<file path="config.mk">
export PLATFORM = sky130hd
export DESIGN_NAME = bus_arbiter_ctrl
export DESIGN_NICKNAME = d
export VERILOG_FILES = /design/src/rtl/bus_arbiter_ctrl.sv
export SDC_FILE = /design/constraint.sdc
export NUM_CORES = 1
export LEC_CHECK = 0
export BUFFER_PORTS_ARGS = -buffer_cell sky130_fd_sc_hd__buf_2
export CAP_MARGIN = 20
export CORE_AREA = 2 2 43 45
export DETAILED_ROUTE_END_ITERATION = 6
export DIE_AREA = 0 0 45 47
export PLACE_DENSITY = 0.83
export SLEW_MARGIN = 20
export SYNTH_ARGS = -nofsm -noshare
export SYNTH_HDL_FRONTEND = slang
export SYNTH_SLANG_ARGS = --single-unit
</file>
<file path="constraint.sdc">
create_clock -name clk -period 4.9 [get_ports clk]
set_input_delay 1.225 -clock clk [delete_from_list [all_inputs] [get_ports clk]]
set_output_delay 1.225 -clock clk [all_outputs]
set_load 0.02 [all_outputs]
</file>
<file path="src/rtl/bus_arbiter_ctrl.sv">
// Two-master bus arbiter: grants the bus, latches the owner's slave select, enforces a BUSY timeout.
// Define ARB_FIXED_PRIORITY_EN for fixed priority (master 1 wins ties); default is round-robin.
module bus_arbiter_ctrl #(
  parameter int TIMEOUT_CYCLES = 16,
  parameter int CNT_W          = 5
) (
  input  logic       clk,
  input  logic       rst,
  input  logic       m1_req,
  input  logic       m2_req,
  input  logic [1:0] m1_sel,
  input  logic [1:0] m2_sel,
  input  logic       bus_done,
  output logic       m1_grant,
  output logic       m2_grant,
  output logic [1:0] slv_sel,
  output logic       slv_en,
  output logic       arb_busy,
  output logic       sel_err,
  output logic       timeout_err
);

  typedef enum logic [1:0] {IDLE, GRANT, BUSY, RELEASE} state_t;

  localparam logic [CNT_W-1:0] CNT_LAST = CNT_W'(TIMEOUT_CYCLES - 1);

  state_t           state, state_n;
  logic [CNT_W-1:0] cnt, cnt_n;
  logic             m1_grant_n, m2_grant_n, slv_en_n, arb_busy_n, sel_err_n, timeout_err_n;
  logic [1:0]       slv_sel_n;
  logic             owner_req, pick_m2;

`ifndef ARB_FIXED_PRIORITY_EN
  // 1 = master 2 owned the bus last; reset to 1 so master 1 wins the first tie.
  logic last_owner, last_owner_n;

  always_ff @(posedge clk or posedge rst) begin
    if (rst) last_owner <= 1'b1;
    else     last_owner <= last_owner_n;
  end
`endif

  always_ff @(posedge clk or posedge rst) begin
    if (rst) begin
      state       <= IDLE;
      cnt         <= '0;
      m1_grant    <= 1'b0;
      m2_grant    <= 1'b0;
      slv_sel     <= 2'b00;
      slv_en      <= 1'b0;
      arb_busy    <= 1'b0;
      sel_err     <= 1'b0;
      timeout_err <= 1'b0;
    end else begin
      state       <= state_n;
      cnt         <= cnt_n;
      m1_grant    <= m1_grant_n;
      m2_grant    <= m2_grant_n;
      slv_sel     <= slv_sel_n;
      slv_en      <= slv_en_n;
      arb_busy    <= arb_busy_n;
      sel_err     <= sel_err_n;
      timeout_err <= timeout_err_n;
    end
  end

  always_comb begin
    state_n       = state;
    cnt_n         = cnt;
    m1_grant_n    = m1_grant;
    m2_grant_n    = m2_grant;
    slv_sel_n     = slv_sel;
    slv_en_n      = slv_en;
    arb_busy_n    = arb_busy;
    sel_err_n     = 1'b0;
    timeout_err_n = 1'b0;
`ifndef ARB_FIXED_PRIORITY_EN
    last_owner_n  = last_owner;
    pick_m2       = !m1_req || (m2_req && !last_owner);
`else
    pick_m2       = !m1_req;
`endif
    owner_req     = m1_grant ? m1_req : m2_req;

    case (state)
      IDLE: begin
        if (m1_req || m2_req) begin
          m1_grant_n = !pick_m2;
          m2_grant_n = pick_m2;
          slv_sel_n  = pick_m2 ? m2_sel : m1_sel;
          arb_busy_n = 1'b1;
`ifndef ARB_FIXED_PRIORITY_EN
          last_owner_n = pick_m2;
`endif
          state_n    = GRANT;
        end
      end
      GRANT: begin
        if (slv_sel == 2'b11) begin
          sel_err_n  = 1'b1;
          m1_grant_n = 1'b0;
          m2_grant_n = 1'b0;
          arb_busy_n = 1'b0;
          slv_sel_n  = 2'b00;
          state_n    = RELEASE;
        end else begin
          slv_en_n = 1'b1;
          cnt_n    = '0;
          state_n  = BUSY;
        end
      end
      BUSY: begin
        cnt_n = cnt + CNT_W'(1);
        // Done beats abort beats timeout; a timeout is only flagged when neither other exit applies.
        if (bus_done || !owner_req || cnt == CNT_LAST) begin
          timeout_err_n = !bus_done && owner_req;
          m1_grant_n    = 1'b0;
          m2_grant_n    = 1'b0;
          slv_en_n      = 1'b0;
          arb_busy_n    = 1'b0;
          slv_sel_n     = 2'b00;
          cnt_n         = '0;
          state_n       = RELEASE;
        end
      end
      RELEASE: state_n = IDLE;
      default: state_n = IDLE;
    endcase
  end

endmodule

</file>
==> results.ini <==
[synth]
yosys.area.top_type=dfrtp_1
netlist.area_leader.share_pct=42.0
synth_area_um2=895
synth_compound_area_share_pct=17.6
ys_types=28
synth.most_common_cell=dfrtp_1
synthTopCellsByCount=15 x dfrtp_1, 8 x o21ai_1, 7 x ha_1, 7 x inv_1
synth_seq_cells=16
syn_nets=97
postSynthCellCount=81
synth-edff-count=0
postSynthAreaPerCell_um2=11.0
yosysWarnings=0
synth_top_family_by_area=compound AO/OA/AOI/OAI gates
synth_fa_ha_area_share_pct=9.79
synth_ff_type=dfrtp_1
synth-simple-area-share_pct=13.1
ys_seq_area_share_pct=44.9
synth_mux_area_share_pct=11.6
synthXorXnorAreaFrac_pct=0
synth.area.top_cells=dfrtp_1 42%, ha_1 9.8%, mux2_4 6.7%, o21ai_1 4.5%, o2bb2ai_4 3.1%
async_flop_share_pct=100

[critical_path]
critPathLaunchType=input pin
crit_type=in -> reg
worstSetupEndpointType=flip-flop
arrival_ns=2.48
required_ns=5.08
cp_max_fo=5

[die]
die_w_um=45
io_pins=17
dieArea_um2=2120
rows=15
die_h_um=47
start_util_pct=54.2
core_region_area_um2=1650

[finish]
area_delta_synth_final_pct=14.3
reg_top3=cnt x5, slv_sel x2, state x2
postLayoutCoreUtil_pct=61.9
largest_reg_flops=5
nets=118
ff_latch_area_um2=402
largest-register=cnt
diodes=0
fillers=144
drive_gt1_share_pct=27.7
layout.cells.non_filler=118
multi_input_area_um2=467

[route]
post-route-drc-count=0
antenna_left=0
avgRoutedWirePerCell_um=13.5
drtIter0Drc=10
viasPerCell=5.66
wl_mm=1.59
vias=668
firstDrtPassIters=4

[sta]
tightest_slew_ns=0.590
slew_violations=0
finalCritPeriodShare_pct=47.0
rsz0062_at_grt=no
hold_viol_final=0
clock.fmax_ghz=0.434
skew_ns=0.00875
fin_crit_ns=2.30
final-setup-viol-count=0
slew_headroom_pct=60.6
fin_setup_tns_ns=0

[pwr]
ir_drop_uv=363
p_per_area_nw_per_um2=574
total_power_mw=0.587
p_int_mw=0.349
p_sw_mw=0.238
switching_share_pct=40.5
pwr-share-comb_pct=51.4
seqPwrFrac_pct=36.0
power_leakage_nw=0.503
clkPwrFrac_pct=12.6

[clock_network]
cts.sinks=16
cts_resized=0
clk-insertion-delay-late_ns=0.29
holdBufCountCts=0
post-cts-setup-buffers=0
clockRootBuffer=clkbuf_4
cts_made_buffers=3
cts_buffer_depth=2
cts_htree_levels=1
clk_pin_slew_ns=0.10
cts_tree=built

[outcome]
outcome=finished clean

[placement]
portBuffers=16
dp_cells=114
hpwl_mm=1.27
gp_congestion=0.801

[flow_run]
drv_cap=0

[worst_hold_path]
hp-class=reg -> reg

[grt]
grt_overflow=0
grt_max_degree=17
grt_pass1_wl_mm=2.90
grt_pass1_vias=676
track_usage_pct=19.8
antenna_found_initial=0

## kinds of logic (layout without fill, tap and decap cells)
| family | after synthesis | in the layout |
|---|---|---|
| AO/OA/AOI/OAI | 22 | 22 |
| adder cells (fa/ha/maj) | 7 | 7 |
| buffers and inverters | 7 | 27 |
| flip-flops | 16 | 16 |
| multiplexers | 7 | 7 |
| AND/OR/NAND/NOR | 22 | 22 |
## critical path, cell delays in order
cell	delay (ns)
buf_2	0.10
or3b_1	0.45
o2bb2ai_4	0.22
a211o_4	0.18
mux2_4	0.30
## final cells by class
class,instances,share of cell area [%]
multi-input cells,58,45.7
flip-flops and latches,16,39.3
repair buffers,16,7.83
clock buffers,4,2.57
inverters,7,2.57
well taps,17,2.08
## layout by cell type, fill, tap and decap left out
master / instances
or3b_1: 1
nand3_1: 3
a22o_1: 1
nor3_1: 2
o31ai_1: 2
nor2b_1: 1
nand2_1: 5
o21bai_1: 1
clkbuf_1: 1
mux2i_1: 1
o2bb2ai_4: 1
inv_1: 7
dfrtp_1: 15
buf_2: 16
nor4bb_1: 1
o21ai_0: 2
a211o_4: 1
or3_1: 1
nor2_1: 3
a21oi_1: 5
mux2_1: 1
or2_2: 1
dfstp_2: 1
a31oi_1: 1
mux2_4: 4
ha_1: 7
and3_1: 2
mux2i_4: 1
o21ai_1: 8
clkbuf_4: 3
nand2b_1: 2
## power groups by stage
| stage | clock network (mW) | registers [mW] | logic (mW) |
|---|---|---|---|
| after floorplan | 0 | 0.234 | 0.211 |
| after global placement | 0 | 0.213 | 0.290 |
| final | 0.0741 | 0.211 | 0.302 |
| after global routing | 0.0825 | 0.219 | 0.331 |
| after detailed placement | 0 | 0.214 | 0.303 |
| after CTS | 0.0774 | 0.212 | 0.304 |
## layer usage
| layer | wire length, µm | share of wire, % | GRT usage (%) |
|---|---|---|---|
| met2 | 791 | 50 | 33.4 |
| met5 | 0 | 0 | 0 |
| met3 | 65 | 4.1 | 3.85 |
| met1 | 690 | 43 | 22.8 |
| met4 | 48 | 3.0 | 13.5 |
## through the flow
stage / hold slack [ns] / area (µm²) / setup WS [ns]
after floorplan: 0.456 / 895 / 2.46
after global placement: 0.467 / 996 / 2.31
after detailed placement: 0.480 / 996 / 2.29
after CTS: 0.503 / 1020 / 2.60
after global routing: 0.551 / 1020 / 2.51
final: 0.493 / 1020 / 2.60
## path summary, 6_finish.rpt
kind	end	slack (ns)	start	cells after the start
min in group asynchronous	slv_sel[0]	0.98	rst	2
max	m2_grant	2.60	bus_done	5
min	cnt[4]	0.49	cnt[4]	2
max reg2reg	m2_grant	2.64	cnt[0]	7
min reg2reg	cnt[4]	0.49	cnt[4]	2
max in group asynchronous	cnt[3]	3.53	rst	2
Note: power is estimated with default switching activity, not from simulation.
